[config.mk]
export PLATFORM = sky130hd
export DESIGN_NAME = pid_core_param_flat
export DESIGN_NICKNAME = d
export VERILOG_FILES = /design/src/rtl/pid_core_param_if.sv /design/src/rtl/pid_core_param.sv /design/src/flat_wrapper.sv
export SDC_FILE = /design/constraint.sdc
export NUM_CORES = 1
export LEC_CHECK = 0
export CAP_MARGIN = 30
export CORE_MARGIN = 4
export CORE_UTILIZATION = 39
export DETAILED_ROUTE_END_ITERATION = 6
export PLACE_DENSITY = 0.62
export RECOVER_POWER = 100
export SYNTH_ARGS = -nofsm -noshare
export SYNTH_HDL_FRONTEND = slang
export SYNTH_SLANG_ARGS = --single-unit
[constraint.sdc]
create_clock -name clk -period 8.2 [get_ports clk]
set_input_delay 1.23 -clock clk [delete_from_list [all_inputs] [get_ports clk]]
set_output_delay 1.23 -clock clk [all_outputs]
set_load 0.1 [all_outputs]
[src/rtl/pid_core_param_if.sv]
// Sample/result bundle for pid_core_param.
// master drives samples and gains, slave returns ready, result strobe and control output.
interface pid_core_param_if #(
  parameter int W  = 8,
  parameter int KW = 8,
  parameter int CW = 1
);
  logic                 ena;
  logic                 clr_int;
  logic                 in_valid;
  logic                 in_ready;
  logic [CW-1:0]        in_ch;
  logic signed [W-1:0]  e;
  logic [KW-1:0]        kp;
  logic [KW-1:0]        ki;
  logic [KW-1:0]        kd;
  logic                 out_valid;
  logic [CW-1:0]        out_ch;
  logic signed [W-1:0]  u;
  logic                 sat;

  modport master (
    output ena, clr_int, in_valid, in_ch, e, kp, ki, kd,
    input  in_ready, out_valid, out_ch, u, sat
  );

  modport slave (
    input  ena, clr_int, in_valid, in_ch, e, kp, ki, kd,
    output in_ready, out_valid, out_ch, u, sat
  );
endinterface

[src/rtl/pid_core_param.sv]
// Multi-channel PID core: P, I, D terms computed one per cycle, then summed, scaled and clamped.
// Latency: out_valid in the cycle after the 4th enabled edge following accept; one sample per 5 cycles.
// Backpressure: in_ready only in IDLE with ena=1 and clr_int=0; ena=0 freezes everything in flight.
module pid_core_param #(
  parameter int  W    = 8,
  parameter int  KW   = 8,
  parameter int  FRAC = 4,
  parameter int  IW   = 16,
  parameter int  NCH  = 2,
  localparam int CW   = (NCH > 1) ? $clog2(NCH) : 1
) (
  input logic             clk,
  input logic             rst,
  pid_core_param_if.slave bus
);
  // Wide enough that p+i+d never overflows before scaling.
  localparam int S = KW + IW + 3;

  localparam logic [CW:0]         NCH_L = (CW+1)'(NCH);
  localparam logic signed [IW:0]  A_MAX = {2'b00, {(IW-1){1'b1}}};
  localparam logic signed [IW:0]  A_MIN = -A_MAX;
  localparam logic signed [S-1:0] U_MAX = {{(S-W+1){1'b0}}, {(W-1){1'b1}}};
  localparam logic signed [S-1:0] U_MIN = {{(S-W+1){1'b1}}, {(W-1){1'b0}}};

  typedef enum logic [2:0] {ST_IDLE, ST_P, ST_I, ST_D, ST_OUT} state_t;

  typedef struct packed {
    logic [CW-1:0] ch;
    logic [W-1:0]  e;
    logic [KW-1:0] kp;
    logic [KW-1:0] ki;
    logic [KW-1:0] kd;
  } smp_t;

  state_t               state_q, state_d;
  smp_t                 smp_q;
  logic signed [IW-1:0] acc    [NCH];
  logic signed [W-1:0]  e_prev [NCH];
  logic [NCH-1:0]       sat_pos, sat_neg;
  logic signed [S-1:0]  p_q, i_q, d_q;
  logic                 out_valid_q, sat_q;
  logic [CW-1:0]        out_ch_q;
  logic signed [W-1:0]  u_q;

  logic                 accept, ch_ok, hold, hi, lo;
  logic signed [W-1:0]  e_q, e_prev_cur, u_next;
  logic signed [IW-1:0] acc_cur, acc_new;
  logic signed [IW:0]   acc_sum;
  logic signed [W:0]    dif;
  logic signed [S-1:0]  e_x, kp_x, ki_x, kd_x, acc_x, dif_x, sum_x, s_x;

  assign bus.in_ready  = (state_q == ST_IDLE) && bus.ena && !bus.clr_int && !rst;
  assign accept        = bus.in_valid && bus.in_ready;
  assign ch_ok         = {1'b0, bus.in_ch} < NCH_L;
  assign bus.out_valid = out_valid_q;
  assign bus.out_ch    = out_ch_q;
  assign bus.u         = u_q;
  assign bus.sat       = sat_q;

  always_comb begin
    state_d = state_q;
    if (bus.ena) begin
      if (bus.clr_int) begin
        state_d = ST_IDLE;
      end else begin
        case (state_q)
          ST_IDLE: if (accept && ch_ok) state_d = ST_P;
          ST_P:    state_d = ST_I;
          ST_I:    state_d = ST_D;
          ST_D:    state_d = ST_OUT;
          ST_OUT:  state_d = ST_IDLE;
          default: state_d = ST_IDLE;
        endcase
      end
    end
  end

  always_ff @(posedge clk or posedge rst) begin
    if (rst) state_q <= ST_IDLE;
    else     state_q <= state_d;
  end

  assign e_q        = $signed(smp_q.e);
  assign e_prev_cur = e_prev[smp_q.ch];
  assign acc_cur    = acc[smp_q.ch];
  assign acc_sum    = {acc_cur[IW-1], acc_cur} + {{(IW+1-W){e_q[W-1]}}, e_q};

  // Anti-windup: freeze the integrator while pushing further into the last saturation.
  assign hold = (sat_pos[smp_q.ch] && !e_q[W-1] && (e_q != '0)) ||
                (sat_neg[smp_q.ch] && e_q[W-1]);

  always_comb begin
    acc_new = acc_cur;
    if (!hold) begin
      if (acc_sum > A_MAX)      acc_new = A_MAX[IW-1:0];
      else if (acc_sum < A_MIN) acc_new = A_MIN[IW-1:0];
      else                      acc_new = acc_sum[IW-1:0];
    end
  end

  assign dif   = {e_q[W-1], e_q} - {e_prev_cur[W-1], e_prev_cur};
  assign e_x   = {{(S-W){e_q[W-1]}}, e_q};
  assign acc_x = {{(S-IW){acc_new[IW-1]}}, acc_new};
  assign dif_x = {{(S-W-1){dif[W]}}, dif};
  assign kp_x  = {{(S-KW){1'b0}}, smp_q.kp};
  assign ki_x  = {{(S-KW){1'b0}}, smp_q.ki};
  assign kd_x  = {{(S-KW){1'b0}}, smp_q.kd};

  assign sum_x  = p_q + i_q + d_q;
  assign s_x    = sum_x >>> FRAC;
  assign hi     = s_x > U_MAX;
  assign lo     = s_x < U_MIN;
  assign u_next = hi ? U_MAX[W-1:0] : (lo ? U_MIN[W-1:0] : s_x[W-1:0]);

  always_ff @(posedge clk or posedge rst) begin
    if (rst) begin
      smp_q       <= '0;
      p_q         <= '0;
      i_q         <= '0;
      d_q         <= '0;
      out_valid_q <= 1'b0;
      out_ch_q    <= '0;
      u_q         <= '0;
      sat_q       <= 1'b0;
      sat_pos     <= '0;
      sat_neg     <= '0;
      for (int c = 0; c < NCH; c++) begin
        acc[c]    <= '0;
        e_prev[c] <= '0;
      end
    end else begin
      // Strobe drops even when stalled so a result is never reported twice.
      out_valid_q <= 1'b0;
      if (bus.ena) begin
        if (bus.clr_int) begin
          sat_pos <= '0;
          sat_neg <= '0;
          for (int c = 0; c < NCH; c++) begin
            acc[c]    <= '0;
            e_prev[c] <= '0;
          end
        end else begin
          case (state_q)
            ST_IDLE: if (accept) smp_q <= '{ch: bus.in_ch, e: bus.e, kp: bus.kp, ki: bus.ki, kd: bus.kd};
            ST_P:    p_q <= kp_x * e_x;
            ST_I: begin
              acc[smp_q.ch] <= acc_new;
              i_q           <= ki_x * acc_x;
            end
            ST_D:    d_q <= kd_x * dif_x;
            ST_OUT: begin
              out_valid_q      <= 1'b1;
              out_ch_q         <= smp_q.ch;
              u_q              <= u_next;
              sat_q            <= hi || lo;
              sat_pos[smp_q.ch] <= hi;
              sat_neg[smp_q.ch] <= lo;
              e_prev[smp_q.ch]  <= e_q;
            end
            default: ;
          endcase
        end
      end
    end
  end
endmodule
[src/flat_wrapper.sv]
// flat-port wrapper written by rule: the top's interface ports become plain ports
module pid_core_param_flat 
#(
  parameter int  W    = 8,
  parameter int  KW   = 8,
  parameter int  FRAC = 4,
  parameter int  IW   = 16,
  parameter int  NCH  = 2,
  localparam int CW   = (NCH > 1) ? $clog2(NCH) : 1
)
  (clk, rst, bus_ena, bus_clr_int, bus_in_valid, bus_in_ch, bus_e, bus_kp, bus_ki, bus_kd, bus_in_ready, bus_out_valid, bus_out_ch, bus_u, bus_sat);
  pid_core_param_if #(.W(W), .KW(KW)) bus_i ();
  input logic clk;
  input logic rst;
  input wire logic [$bits(bus_i.ena)-1:0] bus_ena;
  input wire logic [$bits(bus_i.clr_int)-1:0] bus_clr_int;
  input wire logic [$bits(bus_i.in_valid)-1:0] bus_in_valid;
  input wire logic [$bits(bus_i.in_ch)-1:0] bus_in_ch;
  input wire logic [$bits(bus_i.e)-1:0] bus_e;
  input wire logic [$bits(bus_i.kp)-1:0] bus_kp;
  input wire logic [$bits(bus_i.ki)-1:0] bus_ki;
  input wire logic [$bits(bus_i.kd)-1:0] bus_kd;
  output wire logic [$bits(bus_i.in_ready)-1:0] bus_in_ready;
  output wire logic [$bits(bus_i.out_valid)-1:0] bus_out_valid;
  output wire logic [$bits(bus_i.out_ch)-1:0] bus_out_ch;
  output wire logic [$bits(bus_i.u)-1:0] bus_u;
  output wire logic [$bits(bus_i.sat)-1:0] bus_sat;
  assign bus_i.ena = bus_ena;
  assign bus_i.clr_int = bus_clr_int;
  assign bus_i.in_valid = bus_in_valid;
  assign bus_i.in_ch = bus_in_ch;
  assign bus_i.e = bus_e;
  assign bus_i.kp = bus_kp;
  assign bus_i.ki = bus_ki;
  assign bus_i.kd = bus_kd;
  assign bus_in_ready = bus_i.in_ready;
  assign bus_out_valid = bus_i.out_valid;
  assign bus_out_ch = bus_i.out_ch;
  assign bus_u = bus_i.u;
  assign bus_sat = bus_i.sat;
  pid_core_param #(.W(W), .KW(KW), .FRAC(FRAC), .IW(IW), .NCH(NCH)) u_core (.clk(clk), .rst(rst), .bus(bus_i));
endmodule
==> impl_metrics.py, run 1 <==
metrics = {
    "worst_setup_path": {
        "crit_fanout": 9,
        "path_delay_family": "compound AO/OA/AOI/OAI gates",
        "crit_slowest_cell": "fa_1",
        "critPathArrivalTime_ns": 8.17,
        "cp_common_cell": "fa_1",
        "worst_setup_path_start_kind": "flop",
        "crit_type": "flop to flop",
        "cp_num_buf_inv": 8,
        "required_ns": 8.56,
        "worst_setup_path_end_kind": "flop",
        "critPathMaxStageDelay_ns": 0.55,
    },
    "sta": {
        "setup_viol": 0,
        "tightest_slew_ns": 2.70,
        "fin_skew_ns": 0.0160,
        "rsz0062_at_grt": "yes",
        "min_period_ns": 7.81,
        "hold_violations": 0,
        "fin_tns_setup_ns": 0,
        "max_slew_margin_pct": -79.8,
        "slew_viol_final": 81,
        "holdWs_ns": 0.476,
        "fmax_ghz": 0.128,
        "fin_crit_sh_pct": 95.2,
    },
    "die": {
        "start_util_pct": 39.6,
        "rows": 79,
        "dieHeight_um": 226,
        "top_level_ports": 50,
        "die_w_um": 226,
        "die-area_mm2": 0.0511,
        "core_area_mm2": 0.0468,
    },
    "route": {
        "vias": 14000,
        "routed_wl_um": 44100,
        "drt-initial-drc-count": 591,
        "dr.pass1.iters": 5,
        "drc": 0,
        "drtAntennaViolNets": 0,
        "viasPerCell": 5.22,
        "wl_per_cell_um": 16.4,
    },
    "grt": {
        "grt_max_degree": 84,
        "overflow": 0,
        "antenna_found_initial": 0,
        "track_usage_pct": 17.8,
        "grt_pass1_vias": 14600,
        "grt_pass1_wl_um": 74000,
    },
    "synth": {
        "syn_avg_cell_area_um2": 9.33,
        "synthArstFlopShare_pct": 100,
        "syn_inst": 1985,
        "netlist_top_cells_area": "fa_1 22%, dfrtp_1 21%, ha_1 13%",
        "synth_top_area_cell": "fa_1",
        "ys_warn_count": 0,
        "synth_top_area_share_pct": 22.5,
        "yosysUniqueCellTypes": 71,
        "synth_enable_flop_cells": 0,
        "synthesis.nets": 2426,
        "ys_seq_area_share_pct": 21.5,
        "synthFlopType": "dfrtp_1",
        "ys_ff_latch": 159,
        "synth_area_mm2": 0.0185,
    },
    "clock_network": {
        "cts_htree_levels": 4,
        "cts_buffer_depth": 2,
        "numCtsBuffers": 17,
        "clkLatencyLatePin_ns": 0.46,
        "cts_root_buffer": "clkbuf_16",
        "cts_hold_buf": 0,
        "cts_tree": "done",
        "path_clk_slew_ns": 0.07,
        "numClockSinks": 159,
    },
    "placement": {
        "place.gp.congestion": 0.905,
        "dp_hpwl_um": 34700,
        "placed_area_mm2": 0.0201,
        "port_buffers": 49,
    },
    "finish": {
        "stdcell_area_mm2": 0.0212,
        "layout_common_cells": "287 x inv_1, 236 x nand2_1, 206 x fa_1, 188 x ha_1, 158 x dfrtp_1",
        "drive_gt1_share_pct": 12.0,
        "final_common_cell": "inv_1",
        "antenna_cells": 0,
        "area_growth_pct": 14.3,
        "nNetsFinal": 2513,
    },
    "min_path": {
        "hold_class": "flop to flop",
    },
    "job": {
        "cap_violations": 2,
    },
    "status": {
        "status": "complete, but fails checks",
        "violations": "capacitance limit, slew limit",
    },
}
layout make-up:
type | count | area [µm²]
repair buffers | 133 | 1170
inverters | 290 | 1090
multi-input cells | 1471 | 13600
clock inverters | 15 | 185
fillers | 4498 | 25600
clock buffers | 17 | 425
flip-flops and latches | 159 | 3980
well taps | 607 | 759
sequential cells by signal, summed over array words and instances, names as in the netlist, 2 cells and up:
register / count
u_core.acc: 32
u_core.i_q: 25
u_core.p_q: 17
u_core.ki_x: 8
u_core.kp_x: 8
u_core.sat_pos: 2
u_core.d_q: 18
u_core.state_q: 3
u_core.kd_x: 8
u_core.e_prev: 16
u_core.bus.u: 8
u_core.sat_neg: 2
u_core.e_q: 8
cell families after synthesis:
| family | share of synthesized area (%) |
|---|---|
| adders and majority gates | 35.6 |
| buffers and inverters | 7.21 |
| AOI/OAI and AO/OA | 12.8 |
| xor gates and xnor gates | 3.26 |
| muxes | 4.46 |
| and+or+nand+nor | 15.1 |
| DFF | 21.5 |
worst paths after layout:
check	start	end	slack, ns	cells past startpoint
min in group asynchronous	rst	u_core.ki_x[4]	1.43	2
worst max register to register	u_core.smp_q[32]	u_core.i_q[23]	0.39	34
max in group asynchronous	rst	u_core.acc[19]	2.48	4
worst min-delay path	u_core.bus.u[7]	u_core.bus.u[7]	0.48	2
worst max-delay path	u_core.smp_q[32]	u_core.i_q[23]	0.39	34
worst min register to register	u_core.bus.u[7]	u_core.bus.u[7]	0.48	2
worst reg2reg max path: cells and delay by family, from the launching register on:
family / cells / cell delay [ns]
buffers and inverters: 8 / 0.98
muxes: 1 / 0.34
AOI/OAI and AO/OA: 17 / 3.07
adders and majority gates: 6 / 2.58
DFF: 1 / 0.46
and+or+nand+nor: 2 / 0.28
stage by stage:
step	std cells	setup WS, ns	util (%)
global route	2692	-0.0484	45.3
floorplan	1985	0.0170	-
finish	2692	0.392	45.3
CTS	2680	0.0291	44.5
detailed placement	2645	-0.339	43.1
global placement	2639	-0.0786	42.8
per-layer routing:
metal	GRT usage (%)	up-vias	part of all wire, %
li1	-	6734	-
met1	24.5	7008	46
met2	29.5	244	48
met3	2.55	59	3.3
met4	4.74	0	2.0
met5	0	-	0
repair_timing:
action,in CTS,in global routing
pin swaps,5,25
setup endpoints to repair,6,14
resized for setup,13,65
cloned,0,1
buffers inserted,3,11
Yosys cell counts (46+ instances only):
master,number
dfrtp_1,159
a21oi_1,72
nor2_1,63
o21ai_0,94
mux2_2,61
and2_1,135
clkbuf_1,59
xnor2_1,46
fa_1,208
ha_1,195
inv_1,290
nand2_1,237
Power of run 1 is not shown: default switching activity piles up to over one toggle a cycle in this logic, so the estimate is an artifact.
==> run 2: changes to the inputs <==
--- a/config.mk
+++ b/config.mk
@@ -9,7 +9,6 @@
 export CORE_MARGIN = 4
 export CORE_UTILIZATION = 39
 export DETAILED_ROUTE_END_ITERATION = 6
-export PLACE_DENSITY = 0.62
 export RECOVER_POWER = 100
 export SYNTH_ARGS = -nofsm -noshare
 export SYNTH_HDL_FRONTEND = slang
==> impl_metrics.py, run 2 (same netlist as run 1, synthesis figures left out) <==
metrics = {
    "route": {
        "drc": 0,
        "drtAntennaViolNets": 0,
        "drt-initial-drc-count": 769,
        "viasPerCell": 5.23,
        "dr.pass1.iters": 5,
        "routed_wl_um": 44500,
        "wl_per_cell_um": 16.5,
        "vias": 14100,
    },
    "min_path": {
        "holdPathEnd": "u_core.bus.u[7]",
        "holdPathStages": 2,
        "hp-start": "u_core.bus.u[7]",
        "hold_class": "flop to flop",
    },
    "worst_setup_path": {
        "reg2reg_depth": 36,
        "crit_slowest_cell": "or4b_4",
        "required_ns": 8.51,
        "critPathArrivalTime_ns": 8.24,
        "worst_setup_path_end_kind": "flop",
        "worst_setup_path_start_kind": "flop",
        "rr_endpoint": "u_core.i_q[25]",
        "crit_type": "flop to flop",
        "regToRegSetupSlack_ns": 0.26,
        "rr_startpoint": "u_core.smp_q[32]",
        "critPathMaxStageDelay_ns": 0.52,
        "crit_fanout": 6,
    },
    "grt": {
        "overflow": 0,
        "track_usage_pct": 17.9,
        "grt_max_degree": 87,
        "antenna_found_initial": 0,
        "grt_pass1_wl_um": 74600,
        "grt_pass1_vias": 14600,
    },
    "status": {
        "status": "complete, but fails checks",
        "violations": "capacitance limit, slew limit",
    },
    "job": {
        "cap_violations": 2,
    },
    "clock_network": {
        "cts_tree": "done",
        "numClockSinks": 159,
        "path_clk_slew_ns": 0.08,
        "clkLatencyLatePin_ns": 0.47,
        "cts_htree_levels": 4,
        "cts_buffer_depth": 2,
        "cts_root_buffer": "clkbuf_16",
        "numCtsBuffers": 17,
    },
    "die": {
        "start_util_pct": 39.6,
        "die_w_um": 226,
        "die-area_mm2": 0.0511,
        "rows": 79,
        "core_area_mm2": 0.0468,
        "dieHeight_um": 226,
        "top_level_ports": 50,
    },
    "finish": {
        "top_register": "u_core.acc",
        "antenna_cells": 0,
        "largest_reg_flops": 32,
        "fill_cells": 4450,
        "drive_gt1_share_pct": 11.9,
        "layout_common_cells": "286 x inv_1, 237 x nand2_1, 205 x fa_1, 189 x ha_1, 158 x dfrtp_1",
        "area_growth_pct": 14.1,
        "reg.largest.list": "u_core.acc (32), u_core.i_q (25), u_core.d_q (18)",
        "final_common_cell": "inv_1",
        "nNetsFinal": 2512,
        "layout.cells.non_filler": 2691,
    },
    "placement": {
        "placedCellCount": 2642,
        "dp_hpwl_um": 34900,
        "place.gp.congestion": 0.883,
        "port_buffers": 49,
        "pre_cts_ws_ns": -0.142,
    },
    "sta": {
        "slew_viol_final": 78,
        "setup_slack_ns": 0.262,
        "hold_violations": 0,
        "rsz0062_at_grt": "yes",
        "fin_crit_sh_pct": 96.8,
        "min_period_ns": 7.94,
        "fmax_ghz": 0.126,
        "setup_viol": 0,
        "max_slew_margin_pct": -52.0,
        "fin_skew_ns": 0.0216,
        "tightest_slew_ns": 2.28,
    },
}
run 2: cell types whose count changed in the layout (fill, tap and decap cells not counted), sizes merged:
cell	delta
clkbuf	+3
clkdlybuf4s50	-9
clkdlybuf4s15	-1
clkinv	+2
dlygate4sd3	+9
inv	-2
buf	-3
run 2: what timing repair did:
| item | 4_1_cts | 5_1_grt |
|---|---|---|
| endpoints found under the hold margin | 0 | 0 |
| buffers inserted | 0 | 16 |
| hold buffers | 0 | 0 |
| setup endpoints to repair | 5 | 14 |
| pin swaps | 0 | 34 |
| resized for setup | 5 | 74 |
run 2: metal layers:
metal / global-route usage, % / vias up / routed length [µm]
met5: 0 / - / 0
met4: 4.35 / 0 / 1020
met3: 2.21 / 59 / 1400
met2: 30.3 / 253 / 21500
li1: - / 6725 / -
met1: 24.6 / 7035 / 20600
run 2: how the worst max path moves through the flow:
| stage | startpoint | endpoint | slack (ns) |
|---|---|---|---|
| 6_report | u_core.smp_q[32] | u_core.i_q[25] | 0.26 |
| 3_5_place_dp | u_core.smp_q[32] | u_core.i_q[25] | -0.14 |
| 3_3_place_gp | u_core.smp_q[32] | u_core.i_q[25] | 0.05 |
| 2_1_floorplan | u_core.smp_q[32] | u_core.i_q[22] | 0.02 |
| 5_1_grt | u_core.smp_q[32] | u_core.i_q[22] | -0.14 |
| 4_1_cts | u_core.smp_q[32] | u_core.i_q[25] | -0.05 |
run 2: area by class of cell:
cell class	count	area [µm²]	share of cell area (%)
flip-flops and latches	159	3980	18.8
repair buffers	132	1130	5.33
clock buffers	17	425	2.01
multi-input cells	1471	13500	64.1
clock inverters	15	215	1.02
inverters	290	1090	5.17
well taps	607	759	3.59
run 2: per-stage QoR:
step	cell area [µm²]	setup TNS [ns]	util [%]	hold WS, ns
after floorplan	18500	0	-	0.444
final	21100	0	45.2	0.483
after CTS	20700	-0.0528	44.3	0.492
after global placement	20000	0	42.8	0.458
after detailed placement	20100	-0.400	42.9	0.474
after global routing	21100	-0.569	45.2	0.520
run 2: critical path, delay by kind of cell (launching register included):
kind,cells,cell delay [ns]
AO/OA/AOI/OAI,13,2.46
adder cells (fa/ha/maj),7,1.87
buffers and inverters,6,0.62
flip-flops,1,0.44
multiplexers,2,0.52
AND/OR/NAND/NOR,8,1.86
Power of run 2 is left out for the same reason.
